**src/rtl/program_loader.sv**
```systemverilog
// program_loader: assembles a big-endian byte stream into 32-bit instruction
// words and issues single-cycle word writes into program memory.
// Optional build macro: PROGRAM_LOADER_CHECKSUM_EN adds a trailing checksum
// byte (sum of all data bytes mod 256) that sets Error on mismatch.
module program_loader #(
  parameter int unsigned             DATA_WIDTH   = 32,
  parameter int unsigned             MEMORY_DEPTH = 32,
  parameter logic [DATA_WIDTH-1:0]   BASE_ADDRESS = '0
) (
  input  logic                  clk,
  input  logic                  reset,
  input  logic                  Start,
  input  logic [DATA_WIDTH-1:0] WordCount,
  input  logic [7:0]            ByteData,
  input  logic                  ByteValid,
  output logic                  ByteReady,
  output logic                  MemWrite,
  output logic [DATA_WIDTH-1:0] WriteAddress,
  output logic [DATA_WIDTH-1:0] WriteData,
  output logic                  Busy,
  output logic                  Done,
  output logic                  Error
);

  typedef enum logic [2:0] {
    S_IDLE,
    S_COLLECT,
    S_WRITE,
`ifdef PROGRAM_LOADER_CHECKSUM_EN
    S_CHECK,
`endif
    S_DONE
  } state_t;

  localparam logic [DATA_WIDTH-1:0] DEPTH_W    = DATA_WIDTH'(MEMORY_DEPTH);
  localparam logic [DATA_WIDTH-1:0] ALIGN_MASK = ~DATA_WIDTH'(3);

  state_t                state_q;
  logic [DATA_WIDTH-1:0] wc_q;
  logic [DATA_WIDTH-1:0] idx_q;
  logic [1:0]            bcnt_q;
  logic [23:0]           asm_q;
  logic                  ready_q;
  logic                  memwr_q;
  logic [DATA_WIDTH-1:0] addr_q;
  logic [DATA_WIDTH-1:0] data_q;
  logic                  busy_q;
  logic                  done_q;
  logic                  err_q;
`ifdef PROGRAM_LOADER_CHECKSUM_EN
  logic [7:0]            sum_q;
`endif

  logic [DATA_WIDTH-1:0] idx_d;
  logic [DATA_WIDTH-1:0] addr_d;
  logic [DATA_WIDTH-1:0] word_d;
  logic                  take;

  // Next word index, aligned target address and the word completed by the current byte.
  always_comb begin
    idx_d  = idx_q + DATA_WIDTH'(1);
    addr_d = (BASE_ADDRESS + (idx_q << 2)) & ALIGN_MASK;
    word_d = DATA_WIDTH'({asm_q, ByteData});
    take   = ByteValid && ready_q;
  end

  // Load sequencer; all outputs are registered alongside the state.
  always_ff @(posedge clk or negedge reset) begin
    if (!reset) begin
      state_q <= S_IDLE;
      wc_q    <= '0;
      idx_q   <= '0;
      bcnt_q  <= '0;
      asm_q   <= '0;
      ready_q <= 1'b0;
      memwr_q <= 1'b0;
      addr_q  <= '0;
      data_q  <= '0;
      busy_q  <= 1'b0;
      done_q  <= 1'b0;
      err_q   <= 1'b0;
`ifdef PROGRAM_LOADER_CHECKSUM_EN
      sum_q   <= '0;
`endif
    end else begin
      memwr_q <= 1'b0;
      case (state_q)
        S_IDLE, S_DONE: begin
          // ByteReady is low here, so a simultaneous byte is never consumed.
          if (Start) begin
            done_q <= 1'b0;
            err_q  <= 1'b0;
            wc_q   <= WordCount;
            idx_q  <= '0;
            bcnt_q <= '0;
`ifdef PROGRAM_LOADER_CHECKSUM_EN
            sum_q  <= '0;
`endif
            if (WordCount == '0) begin
              state_q <= S_DONE;
              done_q  <= 1'b1;
            end else if (WordCount > DEPTH_W) begin
              state_q <= S_DONE;
              done_q  <= 1'b1;
              err_q   <= 1'b1;
            end else begin
              state_q <= S_COLLECT;
              busy_q  <= 1'b1;
              ready_q <= 1'b1;
            end
          end
        end
        S_COLLECT: begin
          if (take) begin
`ifdef PROGRAM_LOADER_CHECKSUM_EN
            sum_q <= sum_q + ByteData;
`endif
            if (bcnt_q == 2'd3) begin
              bcnt_q  <= '0;
              state_q <= S_WRITE;
              ready_q <= 1'b0;
              memwr_q <= 1'b1;
              addr_q  <= addr_d;
              data_q  <= word_d;
            end else begin
              bcnt_q <= bcnt_q + 2'd1;
              asm_q  <= {asm_q[15:0], ByteData};
            end
          end
        end
        S_WRITE: begin
          idx_q <= idx_d;
          if (idx_d == wc_q) begin
`ifdef PROGRAM_LOADER_CHECKSUM_EN
            state_q <= S_CHECK;
            ready_q <= 1'b1;
`else
            state_q <= S_DONE;
            busy_q  <= 1'b0;
            done_q  <= 1'b1;
`endif
          end else begin
            state_q <= S_COLLECT;
            ready_q <= 1'b1;
          end
        end
`ifdef PROGRAM_LOADER_CHECKSUM_EN
        S_CHECK: begin
          if (take) begin
            err_q   <= (ByteData != sum_q);
            state_q <= S_DONE;
            ready_q <= 1'b0;
            busy_q  <= 1'b0;
            done_q  <= 1'b1;
          end
        end
`endif
        default: begin
          state_q <= S_IDLE;
          ready_q <= 1'b0;
          busy_q  <= 1'b0;
        end
      endcase
    end
  end

  assign ByteReady    = ready_q;
  assign MemWrite     = memwr_q;
  assign WriteAddress = addr_q;
  assign WriteData    = data_q;
  assign Busy         = busy_q;
  assign Done         = done_q;
  assign Error        = err_q;

endmodule

```
**config.mk**
```make
export PLATFORM = sky130hd
export DESIGN_NAME = program_loader
export DESIGN_NICKNAME = d
export VERILOG_FILES = /design/src/rtl/program_loader.sv
export SDC_FILE = /design/constraint.sdc
export NUM_CORES = 1
export LEC_CHECK = 0
export BUFFER_PORTS_ARGS = -buffer_cell sky130_fd_sc_hd__buf_2
export CORE_ASPECT_RATIO = 0.75
export CORE_MARGIN = 5
export CORE_UTILIZATION = 50
export DETAILED_ROUTE_END_ITERATION = 6
export PLACE_DENSITY = 0.71
export SLEW_MARGIN = 15
export SYNTH_ARGS = -nofsm -noshare
export SYNTH_HDL_FRONTEND = slang
export SYNTH_SLANG_ARGS = --single-unit
export TNS_END_PERCENT = 1
```
**constraint.sdc**
```tcl
create_clock -name clk -period 3.8 [get_ports clk]
set_input_delay 0.76 -clock clk [delete_from_list [all_inputs] [get_ports clk]]
set_output_delay 0.76 -clock clk [all_outputs]
set_load 0.03 [all_outputs]
```
==> results of run 1 <==
==> through the flow <==
step                      power [W]  utilization (%)  setup slack [ns]  std cells  instance area, sq um
after global placement      0.00425             55.3             0.711       1077                  8390
final                       0.00598             59.2             0.515       1109                  8980
after global routing        0.00630             59.2             0.272       1109                  8980
after floorplan             0.00374                -             0.947        803                  7700
after detailed placement    0.00429             55.3             0.613       1077                  8390
after CTS                   0.00601             59.2             0.569       1109                  8980
==> metal layers <==
metal | global-route usage (%) | share of wire (%) | up-vias | wire [microns]
met5 | 0 | 0 | - | 0
met4 | 5.45 | 0.94 | 0 | 179
met3 | 4.78 | 7.1 | 17 | 1350
met2 | 29.0 | 41 | 230 | 7870
met1 | 34.5 | 51 | 2917 | 9690
li1 | - | - | 2944 | -
==> state kept, by name, indices dropped and copies added, names as in the netlist <==
| name | count |
|---|---|
| WriteData | 32 |
| WriteAddress | 30 |
| MemWrite | 1 |
| wc_q | 32 |
| asm_q | 24 |
| Done | 1 |
| Busy | 1 |
| Error | 1 |
| state_q | 2 |
| ByteReady | 1 |
| idx_q | 32 |
| bcnt_q | 2 |
==> kinds of logic (layout without fill, tap and decap cells) <==
| family | after synthesis | in the layout | share of synthesized area (%) |
|---|---|---|---|
| buf+inv | 60 | 161 | 3.51 |
| mux | 60 | 60 | 8.71 |
| compound gates | 109 | 109 | 8.61 |
| xor+xnor | 45 | 45 | 5.12 |
| flops | 159 | 159 | 51.7 |
| other cells | 1 | 2 | 0.0487 |
| simple gates | 362 | 362 | 21.4 |
| fa+ha+maj | 6 | 6 | 0.942 |
==> final timing paths <==
kind | startpoint | endpoint | slack [ns] | cells past startpoint
max in group asynchronous | reset | ByteReady | 2.62 | 2
worst min register to register | asm_q[17] | WriteData[25] | 0.47 | 2
min in group clk | asm_q[17] | WriteData[25] | 0.47 | 2
worst max-delay path | idx_q[0] | ByteReady | 0.51 | 9
worst max register to register | idx_q[0] | ByteReady | 0.51 | 9
worst min-delay path | reset | WriteAddress[12] | 0.32 | 1
==> where the power goes <==
part / switching, W / leakage [nW] / internal [W] / total, W
registers: 0.000375 / 2.09 / 0.00209 / 0.00247
clock network: 0.000798 / 0.292 / 0.000884 / 0.00168
logic: 0.00101 / 2.04 / 0.000820 / 0.00183
==> area by class of cell <==
type / instances / area share (%)
sequential: 159 / 44.3
multi-input combinational: 584 / 38.6
timing repair buffer: 122 / 7.34
clock buffer: 17 / 4.74
tap: 205 / 2.86
clock inverter: 15 / 1.87
inverter: 7 / 0.293
==> cell usage in the layout (no fill, tap or decap), drive strengths merged, types with 3 or more instances in the layout <==
master / instances
clkinv: 8
xor2: 18
buf: 122
nor2: 36
a211oi: 4
nand3: 15
or4: 3
o31ai: 11
mux2: 56
dfrtp: 159
inv: 14
a21oi: 8
nand4: 22
nor4: 12
nand4b: 3
and3: 11
or3: 3
nor3: 8
nand2: 226
ha: 5
mux2i: 4
clkbuf: 17
and4: 3
o21ai: 55
nand2b: 3
a31oi: 9
o41ai: 4
nor2b: 4
xnor2: 27
nor3b: 3
a21o: 4
and2: 8
==> impl_metrics.yaml, run 1 <==
yosys:
  ys_ff_latch: 159
  ys.flop_type: "dfrtp_1"
  synth.cell_area_sq_um: 7700
  synth_top_cell_by_area: "dfrtp_1"
  avgSynthCellArea_sq_um: 9.60
  synth_most_common_cell: "nand2_1"
  synth.distinct_cells: 57
  ys.warnings.count: 0
  async_flop_share_pct: 100
  ys_top_cells_by_area: "dfrtp_1 (52%), nand2_1 (11%), mux2_2 (8.2%), o21ai_0 (3.6%), xnor2_1 (3.1%)"
  synth_edf_count: 0
  seq_area_frac_synth_pct: 51.7
  syn_inst: 802
  synth_top_area_share_pct: 51.7
  synthTopCellsByCount: "nand2_1 (226), dfrtp_1 (159), mux2_2 (56)"
setup_path:
  cpMostUsedCell: "a211o_1"
  worstPathMaxFanout: 9
  cp_top_family: "simple AND/OR/NAND/NOR gates"
  critPathKind: "reg2reg"
  cp_num_buf_inv: 0
  endpoint_kind: "register"
  cp.arrival_ns: 3.60
  slowest_stage: "dfrtp_1"
  worst_ep_required_time_ns: 4.11
  crit_path_cell_trace: "ha_1, nand3_1, nor3_1, or4bb_1, o311a_1, a211o_1, nor4_4, a211oi_1, a211o_1"
  crit_path_start_kind: "register"
  slowest_delay_ns: 0.53
cells_and_area:
  multi_input_area_sq_um: 3470
  antenna_cells: 0
  layout-area-overhead-vs-synth_pct: 16.6
  num-fill-cells: 1314
  final_net_count: 940
  drive_above_1_share_pct: 24.0
  seq_area_sq_um: 3980
detailed_routing:
  drc: 0
  wl_per_cell_microns: 17.2
  drt_iter0_markers: 514
  ant_nets: 0
  vias: 6108
  drt_pre_antenna_iters: 5
  finalWirelength_microns: 19100
  viasPerCell: 5.51
clock_network:
  cts.sinks: 159
  root_buffer: "clkbuf_16"
  clkLatencyLatePin_ns: 0.43
  cts_tree: "yes"
  cts_made_buffers: 17
  ctsHoldBuffers: 0
  path_clk_slew_ns: 0.07
  htreeDepth: 4
  clockBufferDepth: 2
  cts_resized: 0
  cts_setup_buffers: 0
placed_design:
  dp_hpwl_microns: 13300
  numPortBuffers: 110
  gp_congestion: 0.966
job:
  maxCapViolCount: 0
die:
  die_w_microns: 153
  dieArea_sq_um: 18000
  num_rows: 39
  start_util_pct: 50.7
  fp.dieH_microns: 117
  core-area_sq_um: 15200
  pin_count: 113
timing:
  worst_slew_pin_slew_ns: 0.962
  maxSlewViolCount: 0
  hold_viol: 0
  holdWs_ns: 0.320
  max_slew_margin_pct: 34.5
  layout_min_cycle_time_ns: 3.29
  fin_worst_skew_ns: 0.0106
  fin_tns_setup_ns: 0
  max_freq_mhz: 304
  finalSetupViolCount: 0
  period_share_pct: 86.4
  rsz0062_at_grt: "no"
global_routing:
  grt_max_degree: 76
  grt_pass1_wl_microns: 31200
  track_usage_pct: 21.4
  antenna_found_initial: 0
  grt_pass1_vias: 5666
  grt_overflow_total: 0
power:
  ir_drop_v: 0.000534
  leakagePower_nw: 4.42
  power.density_nw_per_um2: 666
status:
  status: "finished, final reports clean"
worst_hold_path:
  hold_class: "in2async"
No activity file was read; power rests on OpenSTA's default activity.
==> run 2, diff against run 1 <==
--- a/config.mk
+++ b/config.mk
@@ -7,8 +7,8 @@
 export LEC_CHECK = 0
 export BUFFER_PORTS_ARGS = -buffer_cell sky130_fd_sc_hd__buf_2
 export CORE_ASPECT_RATIO = 0.75
-export CORE_MARGIN = 5
 export CORE_UTILIZATION = 50
+export CTS_BUF_LIST = sky130_fd_sc_hd__clkbuf_4 sky130_fd_sc_hd__clkbuf_8
 export DETAILED_ROUTE_END_ITERATION = 6
 export PLACE_DENSITY = 0.71
 export SLEW_MARGIN = 15
==> run 2 against run 1 <==
- via count down 1.4%
- worst setup slack better by 0.094 ns
- utilization about the same
==> impl_metrics.yaml, run 2 (same netlist as run 1, synthesis figures left out) <==
setup_path:
  cp.arrival_ns: 3.53
  rr_worst_depth: 9
  worstPathMaxFanout: 9
  critPathKind: "reg2reg"
  endpoint_kind: "register"
  crit_path_start_kind: "register"
  worst_ep_required_time_ns: 4.14
die:
  num_rows: 38
  core-area_sq_um: 14700
  dieArea_sq_um: 15900
  start_util_pct: 52.2
  die_w_microns: 145
  fp.dieH_microns: 109
  pin_count: 113
global_routing:
  track_usage_pct: 23.7
  top_usage_layer: "met1"
  met3_usage_pct: 6.51
  antenna_found_initial: 0
  use_met2_pct: 32.9
  gr-usage-met1_pct: 36.6
  grt_pass1_wl_microns: 29200
  grt_pass1_vias: 5477
  grt_max_degree: 73
  grt_overflow_total: 0
cells_and_area:
  final_common_cell: "nand2_1"
  final_net_count: 940
  layout-area-overhead-vs-synth_pct: 13.3
  drive_above_1_share_pct: 24.0
  fin_util_pct: 59.2
  mostFrequentLayoutCells: "nand2_1 (226), dfrtp_1 (159), buf_2 (109)"
  antenna_cells: 0
timing:
  period_share_pct: 84.0
  max_slew_margin_pct: 28.0
  layout_min_cycle_time_ns: 3.19
  max_freq_mhz: 313
  hold_viol: 0
  fin_tns_setup_ns: 0
  finalSetupViolCount: 0
  fin_worst_skew_ns: 0.0178
  timing.final.ws_setup_ns: 0.609
  rsz0062_at_grt: "no"
  worst_slew_pin_slew_ns: 1.08
  maxSlewViolCount: 0
  holdWs_ns: 0.311
placed_design:
  place_ws_ns: 0.653
  numPortBuffers: 110
  dp_hpwl_microns: 12400
  gp_congestion: 0.900
clock_network:
  cts.sinks: 159
  cts_resized: 0
  clkLatencyLatePin_ns: 0.46
  clockBufferDepth: 2
  cts_setup_buffers: 0
  htreeDepth: 4
  root_buffer: "clkbuf_8"
  path_clk_slew_ns: 0.10
  cts_made_buffers: 17
  cts_tree: "yes"
  ctsHoldBuffers: 0
detailed_routing:
  viasPerCell: 5.46
  drc: 0
  ant_nets: 0
  finalWirelength_microns: 17900
  vias: 6021
  drt_pre_antenna_iters: 5
  drt_iter0_markers: 428
  wl_per_cell_microns: 16.2
power:
  total_power_w: 0.00542
  ir_drop_v: 0.000506
  power.density_nw_per_um2: 621
  leakagePower_nw: 4.31
job:
  maxCapViolCount: 0
worst_hold_path:
  hold_class: "in2async"
status:
  status: "finished, final reports clean"
-- run 2: cell count changes in the layout (fill, tap and decap cells not counted), sizes merged --
cell / delta
clkinv: -4
clkbuf: +2
clkinvlp: +2
inv: -1
-- run 2: worst paths after layout --
path | start | end | slack [ns]
worst max-delay path | idx_q[0] | ByteReady | 0.61
worst min-delay path | reset | idx_q[21] | 0.31
worst max register to register | idx_q[0] | ByteReady | 0.61
worst min register to register | asm_q[21] | WriteData[29] | 0.47
max in group asynchronous | reset | state_q[0] | 2.65
min in group clk | asm_q[21] | WriteData[29] | 0.47
-- run 2: metal layers --
layer | share of wire [%] | wire [microns]
met1 | 52 | 9230
met2 | 41 | 7330
met3 | 6.5 | 1170
met4 | 0.89 | 159
met5 | 0 | 0
-- run 2: where the power goes --
| part | switching (W) | total, W | leakage (nW) | internal, W |
|---|---|---|---|---|
| clock network | 0.000668 | 0.00116 | 0.181 | 0.000489 |
| logic | 0.000977 | 0.00179 | 2.04 | 0.000812 |
| registers | 0.000382 | 0.00247 | 2.09 | 0.00209 |
| total | 0.00203 | 0.00542 | 4.31 | 0.00339 |
-- run 2: critical path, cell delays in order, from the launching register on --
cell and delay (ns):
dfrtp_1 0.50, ha_1 0.34, nand3_1 0.22, nor3_1 0.46
or4bb_1 0.43, o311a_1 0.12, a211o_1 0.30, nor4_4 0.28
a211oi_1 0.13, a211o_1 0.28
-- run 2: final cells by class --
cell class | count | area (sq um)
fill | 1326 | 6010
sequential | 159 | 3980
multi-input combinational | 584 | 3470
timing repair buffer | 122 | 647
clock buffer | 19 | 255
tap | 200 | 250
clock inverter | 12 | 100
inverter | 7 | 26.3
-- run 2: stage by stage --
step	std cells	cell area, sq um
2_1_floorplan	803	7700
3_3_place_gp	1072	8370
3_5_place_dp	1072	8370
4_1_cts	1103	8730
5_1_grt	1103	8730
6_report	1103	8730
